### src/rtl/avc_scan_seq.sv
// AVC file access sequencer: walks directory sectors from the root until the
// file-finder reports the AVC entry, then streams the file's sectors to the parser.
module avc_scan_seq #(
   parameter int MAXDIRSEC = 32,
   parameter int TOUT      = 65535
) (
   input  logic        clk,
   input  logic        reset,
   input  logic        start,
   input  logic        abort,
   input  logic [31:0] ROOTSEC,
   input  logic [15:0] AVCFSEC,
   input  logic [15:0] NSEC,
   input  logic        fnmnull,
   input  logic        avcff,
   input  logic        rdack,
   input  logic        tcvdptdone,
   input  logic        snkrdy,
   output logic        rdreq,
   output logic [31:0] RDADDR,
   output logic        avcrfen,
   output logic        avcfen,
   output logic        busy,
   output logic        done,
   output logic        err,
   output logic [1:0]  ERRCODE,
   output logic [15:0] SECCNT
);

   localparam logic [3:0] ST_IDLE     = 4'd0;
   localparam logic [3:0] ST_DIRREQ   = 4'd1;
   localparam logic [3:0] ST_DIRWAIT  = 4'd2;
   localparam logic [3:0] ST_DIRCHK   = 4'd3;
   localparam logic [3:0] ST_FILEREQ  = 4'd4;
   localparam logic [3:0] ST_FILEWAIT = 4'd5;
   localparam logic [3:0] ST_FILECHK  = 4'd6;
   localparam logic [3:0] ST_DONE     = 4'd7;
   localparam logic [3:0] ST_ERR      = 4'd8;

   localparam logic [1:0] EC_NONE     = 2'd0;
   localparam logic [1:0] EC_NOTFOUND = 2'd1;
   localparam logic [1:0] EC_DIREXH   = 2'd2;
   localparam logic [1:0] EC_TIMEOUT  = 2'd3;

   localparam logic [31:0] LAST_DIRSEC = 32'(MAXDIRSEC - 1);
   localparam logic [15:0] TOUT_LIM    = 16'(TOUT);

   logic [3:0]  state_r, state_s;
   logic [31:0] dirsec_r, dirsec_s;
   logic [15:0] fcnt_r, fcnt_s;
   logic [15:0] fbase_r, fbase_s;
   logic [15:0] tocnt_r, tocnt_s;
   logic [15:0] seccnt_r, seccnt_s;
   logic [1:0]  errcode_r, errcode_s;
   logic [31:0] rdaddr_r;
   logic        dir_req_r;
   logic        file_req_r;
   logic        avcrfen_r;
   logic        avcfen_r;
   logic        busy_r;
   logic        done_r;
   logic        err_r;
   logic        count_en_s;
   logic        timeout_s;

   assign timeout_s = (tocnt_r == TOUT_LIM);

   // Next-state and counter update decisions; abort overrides every state.
   always_comb begin
      state_s    = state_r;
      dirsec_s   = dirsec_r;
      fcnt_s     = fcnt_r;
      fbase_s    = fbase_r;
      seccnt_s   = seccnt_r;
      errcode_s  = errcode_r;
      count_en_s = 1'b0;
      if (abort) begin
         state_s = ST_IDLE;
      end else begin
         case (state_r)
            ST_IDLE, ST_DONE, ST_ERR: begin
               if (start) begin
                  state_s   = ST_DIRREQ;
                  dirsec_s  = 32'd0;
                  fcnt_s    = 16'd0;
                  seccnt_s  = 16'd0;
                  errcode_s = EC_NONE;
               end else begin
                  state_s = state_r;
               end
            end
            ST_DIRREQ: begin
               count_en_s = 1'b1;
               if (timeout_s) begin
                  state_s   = ST_ERR;
                  errcode_s = EC_TIMEOUT;
               end else if (rdack) begin
                  state_s = ST_DIRWAIT;
               end else begin
                  state_s = ST_DIRREQ;
               end
            end
            ST_DIRWAIT: begin
               count_en_s = 1'b1;
               if (timeout_s) begin
                  state_s   = ST_ERR;
                  errcode_s = EC_TIMEOUT;
               end else if (tcvdptdone) begin
                  state_s = ST_DIRCHK;
               end else begin
                  state_s = ST_DIRWAIT;
               end
            end
            ST_DIRCHK: begin
               if (fnmnull) begin
                  state_s   = ST_ERR;
                  errcode_s = EC_NOTFOUND;
               end else if (avcff) begin
                  fbase_s = AVCFSEC;
                  if (NSEC == 16'd0) begin
                     state_s = ST_DONE;
                  end else begin
                     state_s = ST_FILEREQ;
                  end
               end else if (dirsec_r == LAST_DIRSEC) begin
                  state_s   = ST_ERR;
                  errcode_s = EC_DIREXH;
               end else begin
                  dirsec_s = dirsec_r + 32'd1;
                  state_s  = ST_DIRREQ;
               end
            end
            // A stalled consumer is legal, so the timer only runs while the request is visible.
            ST_FILEREQ: begin
               if (snkrdy) begin
                  count_en_s = 1'b1;
                  if (timeout_s) begin
                     state_s   = ST_ERR;
                     errcode_s = EC_TIMEOUT;
                  end else if (rdack) begin
                     state_s = ST_FILEWAIT;
                  end else begin
                     state_s = ST_FILEREQ;
                  end
               end else begin
                  state_s = ST_FILEREQ;
               end
            end
            ST_FILEWAIT: begin
               count_en_s = 1'b1;
               if (timeout_s) begin
                  state_s   = ST_ERR;
                  errcode_s = EC_TIMEOUT;
               end else if (tcvdptdone) begin
                  state_s = ST_FILECHK;
               end else begin
                  state_s = ST_FILEWAIT;
               end
            end
            ST_FILECHK: begin
               fcnt_s   = fcnt_r + 16'd1;
               seccnt_s = fcnt_r + 16'd1;
               if (fcnt_s == NSEC) begin
                  state_s = ST_DONE;
               end else begin
                  state_s = ST_FILEREQ;
               end
            end
            default: begin
               state_s = ST_IDLE;
            end
         endcase
      end
   end

   // Wait-state timer: restarts on every state change, advances only in counting states.
   always_comb begin
      tocnt_s = tocnt_r;
      if (state_s != state_r) begin
         tocnt_s = 16'd0;
      end else if (count_en_s) begin
         tocnt_s = tocnt_r + 16'd1;
      end else begin
         tocnt_s = tocnt_r;
      end
   end

   // State, counters and outputs, all registered from the next-state decision.
   always_ff @(posedge clk) begin
      if (reset) begin
         state_r    <= ST_IDLE;
         dirsec_r   <= 32'd0;
         fcnt_r     <= 16'd0;
         fbase_r    <= 16'd0;
         tocnt_r    <= 16'd0;
         seccnt_r   <= 16'd0;
         errcode_r  <= EC_NONE;
         rdaddr_r   <= 32'd0;
         dir_req_r  <= 1'b0;
         file_req_r <= 1'b0;
         avcrfen_r  <= 1'b0;
         avcfen_r   <= 1'b0;
         busy_r     <= 1'b0;
         done_r     <= 1'b0;
         err_r      <= 1'b0;
      end else begin
         state_r   <= state_s;
         dirsec_r  <= dirsec_s;
         fcnt_r    <= fcnt_s;
         fbase_r   <= fbase_s;
         tocnt_r   <= tocnt_s;
         seccnt_r  <= seccnt_s;
         errcode_r <= errcode_s;
         // Address is captured on entry to a request state and held until it is accepted.
         if ((state_s == ST_DIRREQ) && (state_r != ST_DIRREQ)) begin
            rdaddr_r <= ROOTSEC + dirsec_s;
         end else if ((state_s == ST_FILEREQ) && (state_r != ST_FILEREQ)) begin
            rdaddr_r <= {16'd0, fbase_s} + {16'd0, fcnt_s};
         end else begin
            rdaddr_r <= rdaddr_r;
         end
         dir_req_r  <= (state_s == ST_DIRREQ);
         file_req_r <= (state_s == ST_FILEREQ);
         avcrfen_r  <= (state_s == ST_DIRWAIT);
         avcfen_r   <= (state_s == ST_FILEWAIT);
         busy_r     <= (state_s != ST_IDLE) && (state_s != ST_DONE) && (state_s != ST_ERR);
         done_r     <= (state_s == ST_DONE) && (state_r != ST_DONE);
         err_r      <= (state_s == ST_ERR);
      end
   end

   // File requests must follow snkrdy in the same cycle, hence the one gate after the register.
   assign rdreq   = dir_req_r | (file_req_r & snkrdy);
   assign RDADDR  = rdaddr_r;
   assign avcrfen = avcrfen_r;
   assign avcfen  = avcfen_r;
   assign busy    = busy_r;
   assign done    = done_r;
   assign err     = err_r;
   assign ERRCODE = errcode_r;
   assign SECCNT  = seccnt_r;

endmodule

### config.mk
export PLATFORM = sky130hd
export DESIGN_NAME = avc_scan_seq
export DESIGN_NICKNAME = d
export VERILOG_FILES = /design/src/rtl/avc_scan_seq.sv
export SDC_FILE = /design/constraint.sdc
export NUM_CORES = 1
export LEC_CHECK = 0
export ABC_AREA = 1
export BUFFER_PORTS_ARGS = -buffer_cell sky130_fd_sc_hd__buf_2
export CELL_PAD_IN_SITES_DETAIL_PLACEMENT = 1
export CELL_PAD_IN_SITES_GLOBAL_PLACEMENT = 1
export CORE_ASPECT_RATIO = 2
export CORE_MARGIN = 2
export CORE_UTILIZATION = 40
export DETAILED_ROUTE_END_ITERATION = 7
export GPL_ROUTABILITY_DRIVEN = 0
export PLACE_DENSITY_LB_ADDON = 0.1
export SYNTH_ARGS = -nofsm -noshare
export SYNTH_HDL_FRONTEND = slang
export SYNTH_SLANG_ARGS = --single-unit
### constraint.sdc
create_clock -name clk -period 10.3 [get_ports clk]
set_input_delay 2.06 -clock clk [delete_from_list [all_inputs] [get_ports clk]]
set_output_delay 2.06 -clock clk [all_outputs]
set_load 0.02 [all_outputs]
==> impl_metrics.json, run 1 <==
{
  "status": "complete, no violations",
  "die_y_um": 230,
  "cts_sinks": 141,
  "yosysWarnings": 0,
  "synth_area_per_cell_um2": 6.64,
  "syn_inst": 1535,
  "cts_root_buffer": "clkbuf_16",
  "combPwrFrac_pct": 13.8,
  "period_share_pct": 63.4,
  "min_path_type": "register to register",
  "p_per_area_nw_per_um2": 122,
  "yosysTopAreaCell": "dfxtp_1",
  "hold_slack_ns": 0.462,
  "num_io_pins": 129,
  "antenna_found_initial": 3,
  "critPathKind": "input port to register",
  "grt_pass1_wl_um": 57700,
  "p_sw_share_pct": 28.0,
  "setup_violations": 0,
  "vias_per_cell": 5.35,
  "worstMarginPinSlew_ns": 1.04,
  "crit_path_start_kind": "input port",
  "synth_edf_count": 0,
  "crit_fanout": 18,
  "cts.reportedPaths.clkPinSlew_ns": 0.06,
  "ys_async_sr_fraction_pct": 0,
  "crit_path_end_kind": "register",
  "first_pass_iters": 4,
  "numPortBuffers": 128,
  "dieArea_um2": 26900,
  "die_x_um": 117,
  "yosysTopAreaCellShare_pct": 27.7,
  "drive_gt1_share_pct": 15.1,
  "syn-num-nets": 1664,
  "ys_types": 63,
  "final_max_slew_viol_count": 0,
  "first_global_vias": 11400,
  "clkLatencyLatePin_ns": 0.45,
  "vdd_drop_max_uv": 84.5,
  "p_leak_nw": 5.72,
  "fin_util_pct": 46.7,
  "start_util_pct": 40.7,
  "area_growth_pct": 14.7,
  "synth-seq-area-share_pct": 27.7,
  "synth.area.top_cells": "dfxtp_1 (28%), nand2_1 (13%), ha_1 (6.6%)",
  "dp_hpwl_um": 29400,
  "coreArea_um2": 25000,
  "post_cts_resized": 0,
  "worst_ep_required_time_ns": 10.66,
  "cap_violations": 0,
  "netlist_area_um2": 10200,
  "clockBufferDepth": 2,
  "min_period_ns": 6.53,
  "cts_max_level": 4,
  "cts_tree": "built",
  "rsz0062_at_grt": "false",
  "crit_arrival_ns": 6.90,
  "clkPwrFrac_pct": 46.3,
  "grtUsageTotal_pct": 28.0,
  "vias": 10700,
  "remaining_drc_errors": 0,
  "skew_ns": 0.0138,
  "fmax_mhz": 153,
  "row_count": 82,
  "wl_um": 36500,
  "slew_headroom_pct": 30.3,
  "nets": 1777,
  "finalHoldViolations": 0,
  "gr-total-overflow": 0,
  "wire_per_inst_um": 18.3,
  "p_sw_mw": 0.399,
  "drtIter0Drc": 351,
  "synth_ff_type": "dfxtp_1",
  "ant_nets": 0,
  "cts_setup_buffers": 0,
  "holdBufCountCts": 0,
  "ys_ff_latch": 141,
  "setup-tns-final_ns": 0,
  "internal-power_mw": 1.03,
  "grt_max_degree": 64,
  "cts_made_buffers": 17,
  "power_frac_seq_pct": 39.9
}
-- power by group through the flow --
stage	logic [mW]	clock network (mW)	registers [mW]
after detailed placement	0.196	0	0.581
after floorplan	0.120	0	0.591
after global placement	0.193	0	0.581
after CTS	0.198	0.674	0.569
after global routing	0.215	0.693	0.570
final	0.196	0.661	0.569
-- registers in the layout, summed over array words and instances, names as in the netlist, 2 cells and up --
register	flops
ERRCODE	2
RDADDR	32
tocnt_r	16
fbase_r	16
fcnt_r	16
SECCNT	16
state_r	4
dirsec_r	32
-- cell usage in the layout (no fill, tap or decap), types with 30 or more instances in the layout --
cell type	count
or2_2	31
dfxtp_1	141
nand2_1	358
nand4_1	30
o21ai_0	80
buf_2	127
inv_1	162
nor3_1	39
nor2_1	151
a21oi_1	132
ha_1	54
xor2_1	37
nand3_1	118
-- final cells by class --
| class | count | area, um2 |
|---|---|---|
| Antenna cell | 1 | 2.50 |
| Clock buffer | 23 | 488 |
| Clock inverter | 9 | 134 |
| Fill cell | 3469 | 13300 |
| Inverter | 167 | 629 |
| Multi-Input combinational cell | 1189 | 6530 |
| Sequential cell | 141 | 2820 |
| Tap cell | 336 | 420 |
| Timing Repair Buffer | 132 | 673 |
-- path summary, 6_finish.rpt --
| kind | startpoint | end | slack (ns) | depth (start not counted) |
|---|---|---|---|---|
| max reg2reg | dirsec_r[0]$_SDFF_PP0_ | RDADDR[31]$_SDFFE_PP0P_ | 4.91 | 25 |
| min reg2reg | SECCNT[9]$_SDFFE_PP0P_ | SECCNT[9]$_SDFFE_PP0P_ | 0.46 | 2 |
| max | abort | RDADDR[31]$_SDFFE_PP0P_ | 3.77 | 20 |
| min | SECCNT[9]$_SDFFE_PP0P_ | SECCNT[9]$_SDFFE_PP0P_ | 0.46 | 2 |
-- synth_stat cells (all sizes together) (3+ instances only) --
library cell / instances
dfxtp: 141
nand3: 121
a21o: 8
a22oi: 3
inv: 165
and2: 15
nand2: 372
clkbuf: 22
nand3b: 4
xnor2: 19
nor3: 43
ha: 54
a21oi: 137
a21boi: 3
buf: 16
nor3b: 12
xor2: 37
nor4: 10
o211ai: 7
nor2: 164
or2: 31
o21bai: 7
nand4: 32
o21ai: 90
-- per-stage QoR --
stage	worst slack, ns	area, um2	power [mW]	std cells
floorplan	4.78	10200	0.711	1535
global placement	3.53	11100	0.774	1965
detailed placement	3.37	11100	0.777	1965
CTS	3.76	11700	1.44	1997
global route	3.32	11700	1.48	1998
finish	3.77	11700	1.43	1998
-- metal layers --
layer  routed length [um]  GRT usage (%)  vias up  share of wire, %
li1                     -              -     5294                 -
met1                12700           26.0     5088                35
met2                20200           53.6      203                55
met3                  948           4.06      108               2.6
met4                 2640           18.8        4               7.2
met5                   26              0        -             0.071
-- worst max-delay path, stage by stage --
cell,delay [ns]
buf_2,0.21
inv_1,0.43
nand2_2,0.25
nor2_2,0.46
clkinv_1,0.68
a221o_1,0.54
nand2_1,0.08
inv_1,0.06
ha_1,0.36
nand2_1,0.11
nor2_1,0.12
inv_1,0.06
nor2_1,0.12
a21oi_1,0.11
o21ai_0,0.57
nand3_1,0.14
o211ai_1,0.14
nand3b_1,0.13
nand3_1,0.08
a21oi_1,0.16
-- cell families (layout without fill, tap and decap cells) --
group / count (synthesis) / after routing / share of synthesized area (%)
and+or+nand+nor: 805 / 805 / 36.9
DFF: 141 / 141 / 27.7
other: 0 / 1 / 0
AOI/OAI and AO/OA: 269 / 269 / 14.6
xor gates and xnor gates: 58 / 58 / 5.43
buffers and inverters: 205 / 331 / 8.28
adders and majority gates: 56 / 56 / 7.02
muxes: 1 / 1 / 0.0982
No activity file was read; power rests on OpenSTA's default activity.
==> run 2, diff against run 1 <==
Clock period 10.3 ns to 6.6 ns, I/O delays scaled along.
==> impl_metrics.json, run 2 (synthesis results as in run 1) <==
{
  "status": "complete, no violations",
  "fmax_mhz": 193,
  "numPortBuffers": 128,
  "rsz0062_at_grt": "false",
  "remaining_drc_errors": 0,
  "grt_pass1_wl_um": 58600,
  "post_cts_resized": 0,
  "area_growth_pct": 15.0,
  "cap_violations": 0,
  "ant_nets": 0,
  "crit_path_end_kind": "register",
  "critPathKind": "input port to register",
  "cts_root_buffer": "clkbuf_16",
  "first_pass_iters": 4,
  "crit_path_start_kind": "input port",
  "start_util_pct": 40.7,
  "nets": 1781,
  "fin_util_pct": 46.9,
  "cts_max_level": 4,
  "final_cell_mix": "nand2_1 (358), inv_1 (162), nor2_1 (151)",
  "crit_arrival_ns": 5.56,
  "grt_max_degree": 50,
  "row_count": 82,
  "final_max_slew_viol_count": 0,
  "die_y_um": 230,
  "crit_fanout": 14,
  "setup-tns-final_ns": 0,
  "cp_cell_sequence": "buf_2 -> inv_1 -> nand2_2 -> nor2_2 -> buf_4 -> clkinv_1 -> a221o_1 -> nand2_1 -> inv_1 -> ha_1 -> nand2_1 -> nor2_1 -> inv_1 -> nor2_1 -> a21oi_1 -> o21ai_0 -> nand3_1 -> o211ai_1 -> nand3b_1 -> nand3_1 -> a21oi_1",
  "cts.reportedPaths.clkPinSlew_ns": 0.06,
  "crit_family": "compound AO/OA/AOI/OAI gates",
  "worstMarginPinSlew_ns": 1.05,
  "layout.cells.non_filler": 2002,
  "min_period_ns": 5.19,
  "num_io_pins": 129,
  "setup_violations": 0,
  "wire_per_inst_um": 18.2,
  "cts_sinks": 141,
  "coreArea_um2": 25000,
  "p_leak_nw": 5.75,
  "antenna_found_initial": 2,
  "clkLatencyLatePin_ns": 0.45,
  "cts_tree": "built",
  "slew_headroom_pct": 29.6,
  "cts_made_buffers": 17,
  "cts_setup_buffers": 0,
  "die_x_um": 117,
  "dp.cells": 1969,
  "vdd_drop_max_uv": 191,
  "worst_ep_required_time_ns": 6.97,
  "finalHoldViolations": 0,
  "cpPeakStageDelay_ns": 0.57,
  "skew_ns": 0.0102,
  "place_area_um2": 11100,
  "drtIter0Drc": 393,
  "path_buf_inv": 6,
  "final_area_um2": 11700,
  "cp_slowest_cell": "o21ai_0",
  "p_per_area_nw_per_um2": 191,
  "holdBufCountCts": 0,
  "gr-total-overflow": 0,
  "period_share_pct": 78.7,
  "dieArea_um2": 26900,
  "min_path_type": "register to register",
  "wl_um": 36500,
  "worst_path_most_repeated_cell": "inv_1",
  "vias": 10800,
  "mostFrequentLayoutCell": "nand2_1",
  "grtUsageTotal_pct": 28.3,
  "vias_per_cell": 5.38,
  "dp_hpwl_um": 29600,
  "drive_gt1_share_pct": 15.3,
  "power_mw": 2.24,
  "first_global_vias": 11500,
  "clockBufferDepth": 2
}
## run 2: per-stage QoR
stage	hold WS, ns	setup WS, ns
floorplan	0.467	1.82
global placement	0.446	1.17
detailed placement	0.453	1.03
CTS	0.463	1.45
global route	0.477	1.05
finish	0.458	1.41
## run 2: final timing paths
kind,startpoint,depth (start not counted),to,slack [ns]
worst max register to register,dirsec_r[0]$_SDFF_PP0_,22,RDADDR[29]$_SDFFE_PP0P_,1.72
worst min register to register,RDADDR[25]$_SDFFE_PP0P_,2,RDADDR[25]$_SDFFE_PP0P_,0.46
worst min-delay path,RDADDR[25]$_SDFFE_PP0P_,2,RDADDR[25]$_SDFFE_PP0P_,0.46
worst max-delay path,abort,21,RDADDR[31]$_SDFFE_PP0P_,1.41
## run 2: cell type report
| type | instances | area, um2 |
|---|---|---|
| Sequential cell | 141 | 2820 |
| Multi-Input combinational cell | 1189 | 6530 |
| Antenna cell | 1 | 2.50 |
| Fill cell | 3476 | 13300 |
| Clock inverter | 14 | 194 |
| Tap cell | 336 | 420 |
| Inverter | 167 | 629 |
| Clock buffer | 18 | 429 |
| Timing Repair Buffer | 136 | 703 |
## run 2: power by group
part	internal, mW	total [mW]	switching, mW
Sequential	0.872	0.888	0.0157
Combinational	0.0980	0.307	0.209
Clock	0.633	1.05	0.416
## run 2: layer usage
metal / track usage [%] / vias to the layer above / part of all wire (%)
met5: 0 / - / 0.074
met4: 20.7 / 4 / 8.0
met3: 4.06 / 126 / 3.0
met2: 53.2 / 228 / 55
met1: 26.7 / 5095 / 34
li1: - / 5320 / -
## run 2: worst register-to-register path: cells and delay by family, from the launching register on
| family | cells | cell delay (ns) |
|---|---|---|
| adders and majority gates | 2 | 0.49 |
| DFF | 1 | 0.41 |
| and+or+nand+nor | 14 | 2.73 |
| AOI/OAI and AO/OA | 5 | 0.89 |
| xor gates and xnor gates | 1 | 0.19 |
==> run 3, diff against run 2 <==
Clock period 6.6 ns to 5.18 ns, I/O delays scaled along.
==> impl_metrics.json, run 3 (synthesis results as in run 1) <==
{
  "gr-total-overflow": 0,
  "setup-tns-final_ns": 0,
  "drive_gt1_share_pct": 15.8,
  "first_global_vias": 11500,
  "status": "complete, no violations",
  "first_pass_iters": 4,
  "cts_sinks": 141,
  "min_period_ns": 4.82,
  "dieArea_um2": 26900,
  "cts_tree": "built",
  "cp_slowest_cell": "nor3_1",
  "wl_um": 36300,
  "p_per_area_nw_per_um2": 239,
  "finalHoldViolations": 0,
  "dp.cells": 1977,
  "slew_headroom_pct": 30.8,
  "fin_util_pct": 47.1,
  "crit_fanout": 6,
  "final_max_slew_viol_count": 0,
  "period_share_pct": 93.0,
  "cpPeakStageDelay_ns": 0.54,
  "drtIter0Drc": 381,
  "hold_slack_ns": 0.464,
  "cap_violations": 0,
  "worst_ep_required_time_ns": 5.50,
  "cts_made_buffers": 17,
  "dp_hpwl_um": 29500,
  "antenna_found_initial": 4,
  "holdPathStages": 2,
  "setup_violations": 0,
  "grtUsageTotal_pct": 28.0,
  "die_y_um": 230,
  "cts_max_level": 4,
  "remaining_drc_errors": 0,
  "rsz0062_at_grt": "false",
  "vias": 10700,
  "grt_pass1_wl_um": 57700,
  "clkLatencyLatePin_ns": 0.45,
  "start_util_pct": 40.7,
  "min_path_type": "register to register",
  "final_cell_mix": "nand2_1 (358), inv_1 (162), nor2_1 (151)",
  "ant_nets": 0,
  "cts_root_buffer": "clkbuf_16",
  "crit_arrival_ns": 5.14,
  "skew_ns": 0.00829,
  "worstMarginPinSlew_ns": 1.04,
  "numPortBuffers": 128,
  "wire_per_inst_um": 18.1,
  "row_count": 82,
  "die_x_um": 117,
  "coreArea_um2": 25000,
  "area_growth_pct": 15.6,
  "crit_path_end_kind": "register",
  "cp_cell_sequence": "ha_1 -> nand3_1 -> nor2_1 -> nand4_1 -> nor2_1 -> nand3_1 -> nor3_1 -> nand2_1 -> xor2_1 -> nand2_1 -> a22oi_1 -> ha_1 -> nand2_1 -> nor4_1 -> o21ai_0 -> nand3_1 -> a21o_1 -> a31oi_1 -> nor2_1 -> nor2_1 -> nand2_1 -> a21oi_1",
  "clockBufferDepth": 2,
  "p_leak_nw": 5.78,
  "grt_max_degree": 66,
  "nets": 1789,
  "num_io_pins": 129,
  "fmax_mhz": 208,
  "crit_path_start_kind": "register",
  "cts.reportedPaths.clkPinSlew_ns": 0.06,
  "holdBufCountCts": 0,
  "ff2ff_path_depth": 22,
  "mostFrequentLayoutCell": "nand2_1",
  "critPathKind": "register to register",
  "vdd_drop_max_uv": 224,
  "vias_per_cell": 5.33,
  "layout.cells.non_filler": 2011
}
run 3: cell types whose count changed in the layout (fill, tap and decap cells not counted):
| cell | previous run | this run |
|---|---|---|
| clkinvlp_4 | 2 | 3 |
| clkbuf_8 | 0 | 3 |
| inv_6 | 1 | 0 |
| clkinv_4 | 4 | 0 |
| diode_2 | 1 | 2 |
| buf_4 | 9 | 17 |
| nor2_2 | 6 | 5 |
| bufinv_16 | 4 | 3 |
| nor2_4 | 7 | 8 |
| clkinv_2 | 3 | 6 |
| clkbuf_1 | 1 | 0 |
run 3: path summary, 6_finish.rpt:
path / slack (ns) / end / from
worst max-delay path: 0.36 / RDADDR[29]$_SDFFE_PP0P_ / dirsec_r[0]$_SDFF_PP0_
worst min-delay path: 0.46 / RDADDR[24]$_SDFFE_PP0P_ / RDADDR[24]$_SDFFE_PP0P_
worst min register to register: 0.46 / RDADDR[24]$_SDFFE_PP0P_ / RDADDR[24]$_SDFFE_PP0P_
worst max register to register: 0.36 / RDADDR[29]$_SDFFE_PP0P_ / dirsec_r[0]$_SDFF_PP0_
run 3: worst max-delay path, delay by kind of cell, from the launching register on:
family                     cells  cell delay [ns]
xor gates and xnor gates       1             0.18
DFF                            1             0.40
adders and majority gates      2             0.48
and+or+nand+nor               14             2.80
AOI/OAI and AO/OA              5             0.83
run 3: what timing repair did:
| action | 4_1_cts | 5_1_grt |
|---|---|---|
| resized for setup | 0 | 1 |
| endpoints found under the setup margin | 0 | 1 |
| buffers inserted | 0 | 0 |
run 3: final cells by class:
type,count,area [um2]
multi-input cells,1189,6540
diodes,2,5.00
inverters,167,629
well taps,336,420
fillers,3430,13200
clock buffers,20,467
repair buffers,144,763
clock inverters,12,143
flip-flops and latches,141,2820
run 3: where the power goes:
group	switching [mW]	leakage, nW	internal (mW)
Sequential	0.0203	1.14	1.11
Combinational	0.267	4.34	0.127
Clock	0.507	0.297	0.788
run 3: metal layers:
metal  global-route usage (%)  vias up  wire, um
met5                        0        -        41
met4                     20.2        6      2810
met3                     3.85      115       938
met2                     52.7      207     20000
met1                     26.3     5053     12500
li1                         -     5332         -
run 3: metrics by stage:
stage / instance area, um2 / worst slack (ns) / power [mW]
floorplan: 10200 / 0.686 / 1.41
global placement: 11200 / 0.274 / 1.54
detailed placement: 11200 / 0.149 / 1.55
CTS: 11800 / 0.465 / 2.85
global route: 11800 / 0.0228 / 2.93
finish: 11800 / 0.362 / 2.82
